### config.mk
export PLATFORM = sky130hd
export DESIGN_NAME = load_store_unit
export DESIGN_NICKNAME = d
export VERILOG_FILES = /design/src/rtl/lsu_pkg.sv /design/src/rtl/lsu_lane_merge.sv /design/src/rtl/load_store_unit.sv
export SDC_FILE = /design/constraint.sdc
export NUM_CORES = 1
export LEC_CHECK = 0
export ABC_CLOCK_PERIOD_IN_PS = 3620
export CAP_MARGIN = 20
export CORE_MARGIN = 1.5
export CORE_UTILIZATION = 45
export DETAILED_ROUTE_END_ITERATION = 10
export GPL_TIMING_DRIVEN = 1
export PLACE_DENSITY = 0.77
export SYNTH_ARGS = -nofsm -noshare
export SYNTH_HDL_FRONTEND = slang
export SYNTH_SLANG_ARGS = --single-unit
### constraint.sdc
create_clock -name clk -period 3.62 [get_ports clk]
set_clock_uncertainty 0.15 [all_clocks]
set_input_delay 0.362 -clock clk [delete_from_list [all_inputs] [get_ports clk]]
set_output_delay 0.362 -clock clk [all_outputs]
set_load 0.02 [all_outputs]
### src/rtl/lsu_pkg.sv
// Shared definitions for the load/store unit: access-size encodings, FSM states
// and the big-endian byte-lane index helper.
package lsu_pkg;

    localparam logic [1:0] SZ_BYTE = 2'b00;
    localparam logic [1:0] SZ_HALF = 2'b01;
    localparam logic [1:0] SZ_WORD = 2'b10;

    typedef enum logic [1:0] {
        IDLE,
        RD_WAIT,
        WR,
        RESP
    } lsu_state_t;

    // Big-endian memory: byte offset 0 is bits 31:24, so lane k starts at bit 24-8k.
    function automatic logic [4:0] lane_lsb(input logic [1:0] off);
        return {~off, 3'b000};
    endfunction

endpackage

### src/rtl/lsu_lane_merge.sv
// Combinational lane logic: extracts and extends load data from a memory word and
// merges sub-word store data into the word read back for read-modify-write.
module lsu_lane_merge
    import lsu_pkg::*;
(
    input  logic [1:0]  i_size,
    input  logic        i_unsigned,
    input  logic [1:0]  i_offset,
    input  logic [31:0] i_mem_word,
    input  logic [31:0] i_store_data,
    output logic [31:0] o_load_data,
    output logic [31:0] o_merge_data
);

    logic [4:0]  w_byte_lsb;
    logic [4:0]  w_half_lsb;
    logic [7:0]  w_byte;
    logic [15:0] w_half;

    assign w_byte_lsb = lane_lsb(i_offset);
    // A halfword occupies the byte lane just below its odd partner: offset 0 -> bit 16, offset 2 -> bit 0.
    assign w_half_lsb = lane_lsb({i_offset[1], 1'b1});
    assign w_byte     = 8'(i_mem_word >> w_byte_lsb);
    assign w_half     = 16'(i_mem_word >> w_half_lsb);

    always_comb begin
        o_load_data  = i_mem_word;
        o_merge_data = i_store_data;
        case (i_size)
            SZ_BYTE: begin
                o_load_data  = {{24{w_byte[7] & ~i_unsigned}}, w_byte};
                o_merge_data = (i_mem_word & ~(32'h0000_00FF << w_byte_lsb))
                             | ({24'd0, i_store_data[7:0]} << w_byte_lsb);
            end
            SZ_HALF: begin
                o_load_data  = {{16{w_half[15] & ~i_unsigned}}, w_half};
                o_merge_data = (i_mem_word & ~(32'h0000_FFFF << w_half_lsb))
                             | ({16'd0, i_store_data[15:0]} << w_half_lsb);
            end
            default: ;
        endcase
    end

endmodule

### src/rtl/load_store_unit.sv
// MEM-stage load/store sequencer for a big-endian word-wide memory; sub-word stores use
// read-modify-write. Define LSU_MISALIGN_TRAP_EN to trap misaligned half/word accesses.
module load_store_unit
    import lsu_pkg::*;
#(
    parameter int MEM_READ_WAIT = 1,
    parameter int ADDR_W        = 32
) (
    input  logic              clk,
    input  logic              reset,
    input  logic              req_valid,
    output logic              req_ready,
    input  logic              req_is_store,
    input  logic [1:0]        req_size,
    input  logic              req_unsigned,
    input  logic [ADDR_W-1:0] req_addr,
    input  logic [31:0]       req_wdata,
    output logic              rsp_valid,
    output logic [31:0]       rsp_rdata,
    output logic              misalign_exc,
    output logic [ADDR_W-1:0] mem_address,
    output logic [31:0]       mem_writedata,
    output logic              mem_writeenable,
    output logic              mem_read,
    input  logic [31:0]       mem_rdata
);

    localparam logic [2:0] RD_CNT_INIT = 3'(MEM_READ_WAIT - 1);

    lsu_state_t        r_state;
    lsu_state_t        w_next;
    logic [2:0]        r_cnt;
    logic              r_exc;
    logic              r_is_store;
    logic              r_unsigned;
    logic [1:0]        r_size;
    logic [1:0]        r_off;
    logic [31:0]       r_wdata;
    logic [31:0]       r_rsp_rdata;
    logic [31:0]       r_mem_writedata;
    logic [ADDR_W-1:0] r_mem_address;

    logic [1:0]        w_size;
    logic [1:0]        w_off;
    logic              w_accept;
    logic              w_word_store;
    logic              w_trap;
    logic              w_rd_last;
    logic [31:0]       w_load_data;
    logic [31:0]       w_merge_data;

    assign w_size       = (req_size == 2'b11) ? SZ_WORD : req_size;
    assign w_accept     = req_valid && (r_state == IDLE);
    assign w_word_store = req_is_store && (w_size == SZ_WORD);
    assign w_rd_last    = (r_state == RD_WAIT) && (r_cnt == 3'd0);

    // Misaligned low bits are dropped, forcing natural alignment for half and word.
    always_comb begin
        case (w_size)
            SZ_BYTE: w_off = req_addr[1:0];
            SZ_HALF: w_off = {req_addr[1], 1'b0};
            default: w_off = 2'b00;
        endcase
    end

`ifdef LSU_MISALIGN_TRAP_EN
    assign w_trap = ((w_size == SZ_HALF) && req_addr[0])
                 || ((w_size == SZ_WORD) && (req_addr[1:0] != 2'b00));
`else
    assign w_trap = 1'b0;
`endif

    always_comb begin
        w_next = r_state;
        case (r_state)
            IDLE: begin
                if (w_accept) begin
                    if (w_trap)            w_next = RESP;
                    else if (w_word_store) w_next = WR;
                    else                   w_next = RD_WAIT;
                end
            end
            RD_WAIT: if (w_rd_last) w_next = r_is_store ? WR : RESP;
            WR:      w_next = RESP;
            RESP:    w_next = IDLE;
        endcase
    end

    always_ff @(posedge clk or posedge reset) begin
        if (reset) r_state <= IDLE;
        else       r_state <= w_next;
    end

    always_ff @(posedge clk or posedge reset) begin
        if (reset) begin
            r_cnt           <= '0;
            r_exc           <= 1'b0;
            r_rsp_rdata     <= '0;
            r_mem_address   <= '0;
            r_mem_writedata <= '0;
        end else if (w_accept) begin
            r_cnt         <= RD_CNT_INIT;
            r_exc         <= w_trap;
            r_rsp_rdata   <= '0;
            r_mem_address <= {req_addr[ADDR_W-1:2], 2'b00};
            if (w_word_store) r_mem_writedata <= req_wdata;
        end else if (r_state == RD_WAIT) begin
            if (r_cnt != 3'd0)   r_cnt           <= r_cnt - 3'd1;
            else if (r_is_store) r_mem_writedata <= w_merge_data;
            else                 r_rsp_rdata     <= w_load_data;
        end
    end

    always_ff @(posedge clk) begin
        if (w_accept) begin
            r_is_store <= req_is_store;
            r_size     <= w_size;
            r_unsigned <= req_unsigned;
            r_off      <= w_off;
            r_wdata    <= req_wdata;
        end
    end

    lsu_lane_merge u_lane_merge (
        .i_size       (r_size),
        .i_unsigned   (r_unsigned),
        .i_offset     (r_off),
        .i_mem_word   (mem_rdata),
        .i_store_data (r_wdata),
        .o_load_data  (w_load_data),
        .o_merge_data (w_merge_data)
    );

    assign req_ready       = (r_state == IDLE);
    assign rsp_valid       = (r_state == RESP) && !r_exc;
    assign misalign_exc    = (r_state == RESP) && r_exc;
    assign rsp_rdata       = r_rsp_rdata;
    assign mem_address     = r_mem_address;
    assign mem_writedata   = r_mem_writedata;
    assign mem_writeenable = (r_state == WR);
    assign mem_read        = (r_state == RD_WAIT);

endmodule

# ---- Word-level counts from Yosys, hierarchy flattened
# Index checks and enable logic that the tools add are counted.
dict set report op_classes {
  addsub 1
  n_eq_ne 12
  shift 6
  mux 21
  n_bitwise 11
  reduce_logical 15
}
# cell count
set ops {}
lappend ops {{32-bit two-way mux} 9}
lappend ops {{32-bit case mux with 2 select lines} 2}
lappend ops {{32-bit bitwise AND} 2}
lappend ops {{32-bit NOT} 2}
lappend ops {{32-bit OR} 2}
lappend ops {{16-bit by 5-bit << shifter with 32-bit output} 1}
lappend ops {{16-bit by 5-bit << shifter with 32-bit output (first input constant)} 1}
lappend ops {{8-bit by 5-bit << shifter with 32-bit output} 1}
lappend ops {{8-bit by 5-bit << shifter with 32-bit output (first input constant)} 1}
lappend ops {{32-bit by 5-bit >> shifter with 16-bit output} 1}
lappend ops {{32-bit by 5-bit >> shifter with 8-bit output} 1}
lappend ops {{3-bit two-way mux} 3}
lappend ops {{2-bit equality test (second input constant)} 4}
lappend ops {{2-bit two-way mux} 4}
lappend ops {{2-bit by 1-bit inequality test with 1-bit output (second input constant)} 4}
lappend ops {{2-bit case mux with 4 select lines} 1}
lappend ops {{2-bit by 1-bit equality test with 1-bit output (second input constant)} 3}
lappend ops {{2-bit logical NOT} 3}
lappend ops {{2-bit nonzero test} 3}
lappend ops {{2-bit NOT} 2}
lappend ops {{2-bit case mux with 2 select lines} 1}
lappend ops {{2-bit AND reduction} 2}
lappend ops {{4-bit AND reduction} 1}
lappend ops {{1-bit logical AND} 3}
lappend ops {{8 further kinds} 9}
dict set report totals {
  register_bits 137
  input_bits 103
  out_inout_bits 101
  word_cells 76
}

# ---- Depth between registers and ports, before layout
dict set report depth {
  depth_word 10
  mapped_depth 10
  ltp_nobuf 7
}

# ---- Modules after synthesis
# A second synthesis with hierarchy kept.
dict set report hier_totals {
  hier_cells 681
  area_unflattened_um2 6827.8
}
# module n_inst cells_per_inst area_per_inst_um2 seq_area_each_um2
set by_module_without_submodules {}
lappend by_module_without_submodules {load_store_unit 1 464 5405.2 3618.5}
lappend by_module_without_submodules {lsu_lane_merge 1 217 1422.6 0.0}

# ---- Worst setup path after synthesis
# Ideal clock, no wire load.
dict set report synth_timing {
  path_type {flip-flop to flip-flop}
  startpoint {register r_state[0]}
  endpoint {register r_is_store, enable pin}
  setup_ns 0.417
  t_arrival_ns 2.601
  required_time_ns 3.053
  slack_ns 0.452
  path_stages_with_launch 7
  path_buffers 2
  period_less_slack_ns 3.168
  cell_sequence {dfrtp_1 inv_1 ha_1 nand2_2 inv_2 clkbuf_1 buf_1}
}
dict set report synth_via {
  elab_chain_len 2
}
# item line_no
set synth_rtl {}
lappend synth_rtl {{start: declaration} load_store_unit.sv:30} ;# lsu_state_t r_state;
lappend synth_rtl {{start signal: assignment} load_store_unit.sv:91} ;# else r_state <= w_next;
lappend synth_rtl {{2-bit logical NOT} -}
lappend synth_rtl {{named net req_ready} load_store_unit.sv:12} ;# output logic req_ready,
lappend synth_rtl {{1-bit logical AND} load_store_unit.sv:53} ;# assign w_accept = req_valid && (r_state == IDLE);
lappend synth_rtl {{named net w_accept} load_store_unit.sv:45} ;# logic w_accept;
lappend synth_rtl {{end signal: assignment} load_store_unit.sv:116} ;# r_is_store <= req_is_store;
lappend synth_rtl {{end: declaration} load_store_unit.sv:34} ;# logic r_is_store;
# The timed path passes the listed nets, and every way through them passes these cells.
# A chain may end at the register's enable or synchronous reset.

# ---- Worst setup path in the final report
dict set report layout_timing {
  startpoint {register r_off[0]}
  endpoint {register r_rsp_rdata[20], in the netlist rsp_rdata[20]}
}
dict set report layout_via {
  elab_chain_len 8
}
# item line_no
set layout_rtl {}
lappend layout_rtl {{start: declaration} load_store_unit.sv:37} ;# logic [1:0] r_off;
lappend layout_rtl {{start signal: assignment} load_store_unit.sv:119} ;# r_off <= w_off;
lappend layout_rtl {{2-bit NOT} lsu_pkg.sv:18} ;# return {~off, 3'b000};
lappend layout_rtl {{32-bit by 5-bit >> shifter with 8-bit output} lsu_lane_merge.sv:23} ;# assign w_byte = 8'(i_mem_word >> w_byte_lsb);
lappend layout_rtl {{1-bit bitwise AND} lsu_lane_merge.sv:31} ;# o_load_data = {{24{w_byte[7] & ~i_unsigned}}, w_byte};
lappend layout_rtl {{32-bit case mux with 2 select lines} lsu_lane_merge.sv:29} ;# case (i_size)
lappend layout_rtl {{32-bit two-way mux} load_store_unit.sv:109} ;# else if (r_is_store) r_mem_writedata <= w_merge_data;
lappend layout_rtl {{32-bit two-way mux} load_store_unit.sv:108} ;# if (r_cnt != 3'd0) r_cnt <= r_cnt - 3'd1;
lappend layout_rtl {{32-bit two-way mux} load_store_unit.sv:107} ;# end else if (r_state == RD_WAIT) begin
lappend layout_rtl {{32-bit two-way mux} load_store_unit.sv:101} ;# end else if (w_accept) begin
lappend layout_rtl {{end signal: assignment} load_store_unit.sv:110} ;# else r_rsp_rdata <= w_load_data;
lappend layout_rtl {{end: declaration} load_store_unit.sv:39} ;# logic [31:0] r_rsp_rdata;
# Every way passes these cells. The select of a mux whose other input is x is not followed.

==> metrics.cfg <==
[drt]
drt-vias-per-instance = 5.85
wirelength_mm = 21.6
postRouteAntennaNets = 0
drt_pass1_iterations = 6
routedWlPerCell_um = 19.5
drt_iter0_drc = 629
remaining_drc_errors = 0
dr_total_vias = 6486

[floorplanning]
row_count = 45
die_area_mm2 = 0.0160
start_util = 0.456
core_mm2 = 0.0151
chipHeight_um = 127
die_width_um = 127
io_pins = 204

[setup_path]
critPathMaxStageDelay_ps = 990
path_buf_inv = 0
critPathTopFamily = compound AO/OA/AOI/OAI gates
start_kind = flop
crit_slowest_cell = edfxtp_1
crit_type = reg -> reg
required_ps = 3740
worstPathCellList = mux2_2 -> a2bb2oi_1 -> o22a_1 -> o21ai_0
crit_path_end_kind = flop
cp_max_fo = 31
arrival_ps = 2890

[cells_and_area]
final_cells = 1108
drive_gt1_frac = 0.0609
syn_to_final_growth_pct = 38.9
fillerInstances = 1224
multiInputGateArea_mm2 = 0.00296
seqCellArea_mm2 = 0.00362
antenna_cells = 0
nets = 1017

[power_and_ir_drop]
p_leak_uw = 0.00412
power_density_mw_per_mm2 = 796
peakVddDrop_uv = 459

[global_routing]
antenna_found_initial = 0
grt_max_degree = 58
globalRouteOverflowTotal = 0
grt_usage = 0.273
grt_pass1_wl_mm = 33.9
first_global_vias = 6212

[timing]
worst_pin_slew_ps = 1070
tns_ps = 0
hold_viol_final = 0
drv_slew = 0
rsz0062_at_grt = false
fin_crit_ps = 2760
slew-limit-headroom = 0.286
timing.final.crit_share = 0.763
fin_ws_ps = 857
max_freq_ghz = 0.362
setup_violations = 0

[placed_design]
post-dp-hpwl_mm = 14.9
dp.cells = 1075
place_ws_ps = 850
globalplace.congestion = 0.868
numPortBuffers = 200

[synth]
synth_edf_count = 38
synthTopCellsByCount = 178 x nand2_1, 99 x dfrtp_1, 46 x a21oi_1
synth_area_leaders = dfrtp_1 36%, edfxtp_1 17%, nand2_1 9.7%
synth_seq_cells = 137
synth.top_cell.area_share = 0.360
ys_dominant_reg_cell = dfrtp_1
async_reset_ff_frac = 0.723
yosys_warnings = 0
synthCells = 726
syn_avg_cell_area_um2 = 9.48
synth-seq-area-share = 0.526
synth_most_common_cell = nand2_1
synthesis.area_mm2 = 0.00688
yosysUniqueCellTypes = 57
yosysTopAreaCell = dfrtp_1

[clocking]
cts_tree = done
clk-insertion-delay-late_ps = 430
cts.sinks = 137
root_buffer = clkbuf_16
cts_hold_buf = 0
cts_resized = 0
clk_pin_slew_worst_paths_ps = 50
clockBufferDepth = 2
htreeDepth = 4
cts_setup_buffers = 0
cts_buffers = 17

[job]
cap_violations = 0

[worst_hold_path]
min_path_type = in -> async

[status]
outcome = finished, final reports clean

## logic make-up after synthesis
kind of cell | after synthesis | synth area share
DFF | 137 | 0.526
adders and majority gates | 7 | 0.0127
and+or+nand+nor | 287 | 0.180
buffers and inverters | 71 | 0.0447
AOI/OAI and AO/OA | 203 | 0.207
muxes | 18 | 0.0264
other | 1 | 0.000545
xor gates and xnor gates | 2 | 0.00255
## final cells by class
cell class | count | share of cell area
repair buffers | 214 | 0.223
well taps | 188 | 0.0246
multi-input cells | 520 | 0.310
clock buffers | 28 | 0.0520
inverters | 17 | 0.00707
clock inverters | 4 | 0.00472
flip-flops and latches | 137 | 0.379
## cell usage in the layout, fill, tap and decap left out, types with 9 or more instances in the layout
master / n
mux2i_1: 17
dfrtp_1: 99
inv_1: 14
clkbuf_16: 17
nand3_1: 11
clkdlybuf4s50_1: 200
nor2_1: 43
o221ai_1: 9
a221o_1: 20
a22o_1: 11
a221oi_1: 10
a31oi_1: 10
nand2b_1: 14
buf_4: 12
o22ai_1: 14
edfxtp_1: 38
nand2_1: 178
a21oi_1: 46
o21ai_0: 42
## state kept, by name, summed over array words and instances, names as in the netlist
signal / cells
mem_writedata: 32
r_wdata: 32
rsp_rdata: 32
mem_address: 30
r_cnt: 3
r_off: 2
r_size: 2
r_state: 2
r_is_store: 1
r_unsigned: 1
## worst reg2reg max path: cells and delay by family, from the launching register on
kind           cells  cell delay [ps]
flip-flops         1              990
AO/OA/AOI/OAI      3             1030
multiplexers       1              440
## layer usage
layer / vias to the layer above / share of wire / track usage
li1: 2977 / - / -
met1: 3147 / 0.43 / 0.373
met2: 319 / 0.47 / 0.428
met3: 43 / 0.078 / 0.0633
met4: 0 / 0.025 / 0.0994
met5: - / 0 / 0
## stage by stage
stage | hold WS [ps] | util | total power [uW] | cell area, um^2
2_1_floorplan | 311 | - | 4420 | 6890
3_3_place_gp | 307 | 0.596 | 5910 | 9000
3_5_place_dp | 311 | 0.596 | 5980 | 9000
4_1_cts | 282 | 0.632 | 7610 | 9540
5_1_grt | 308 | 0.633 | 7980 | 9550
6_report | 247 | 0.633 | 7600 | 9550
## final timing paths
path,slack [ps],cells after the start,startpoint,endpoint
worst max-delay path,860,4,r_off[0]$_DFFE_PP_,rsp_rdata[20]$_DFFE_PP0P_
worst min-delay path,250,2,reset,mem_address[22]$_DFFE_PP0P_
worst max register to register,860,4,r_off[0]$_DFFE_PP_,rsp_rdata[20]$_DFFE_PP0P_
worst min register to register,320,2,mem_address[26]$_DFFE_PP0P_,mem_address[26]$_DFFE_PP0P_
max in group asynchronous,2340,3,reset,mem_writedata[31]$_DFFE_PP0P_
min in group clk,310,3,req_addr[20],mem_address[20]$_DFFE_PP0P_
## power breakdown
| group | total (uW) | switching [uW] | internal, uW | leakage, uW |
|---|---|---|---|---|
| sequential | 2590 | 389 | 2200 | 0.00161 |
| clock | 1610 | 616 | 996 | 0.000266 |
| combinational | 3400 | 1860 | 1540 | 0.00224 |
(Power assumes the default switching activity.)
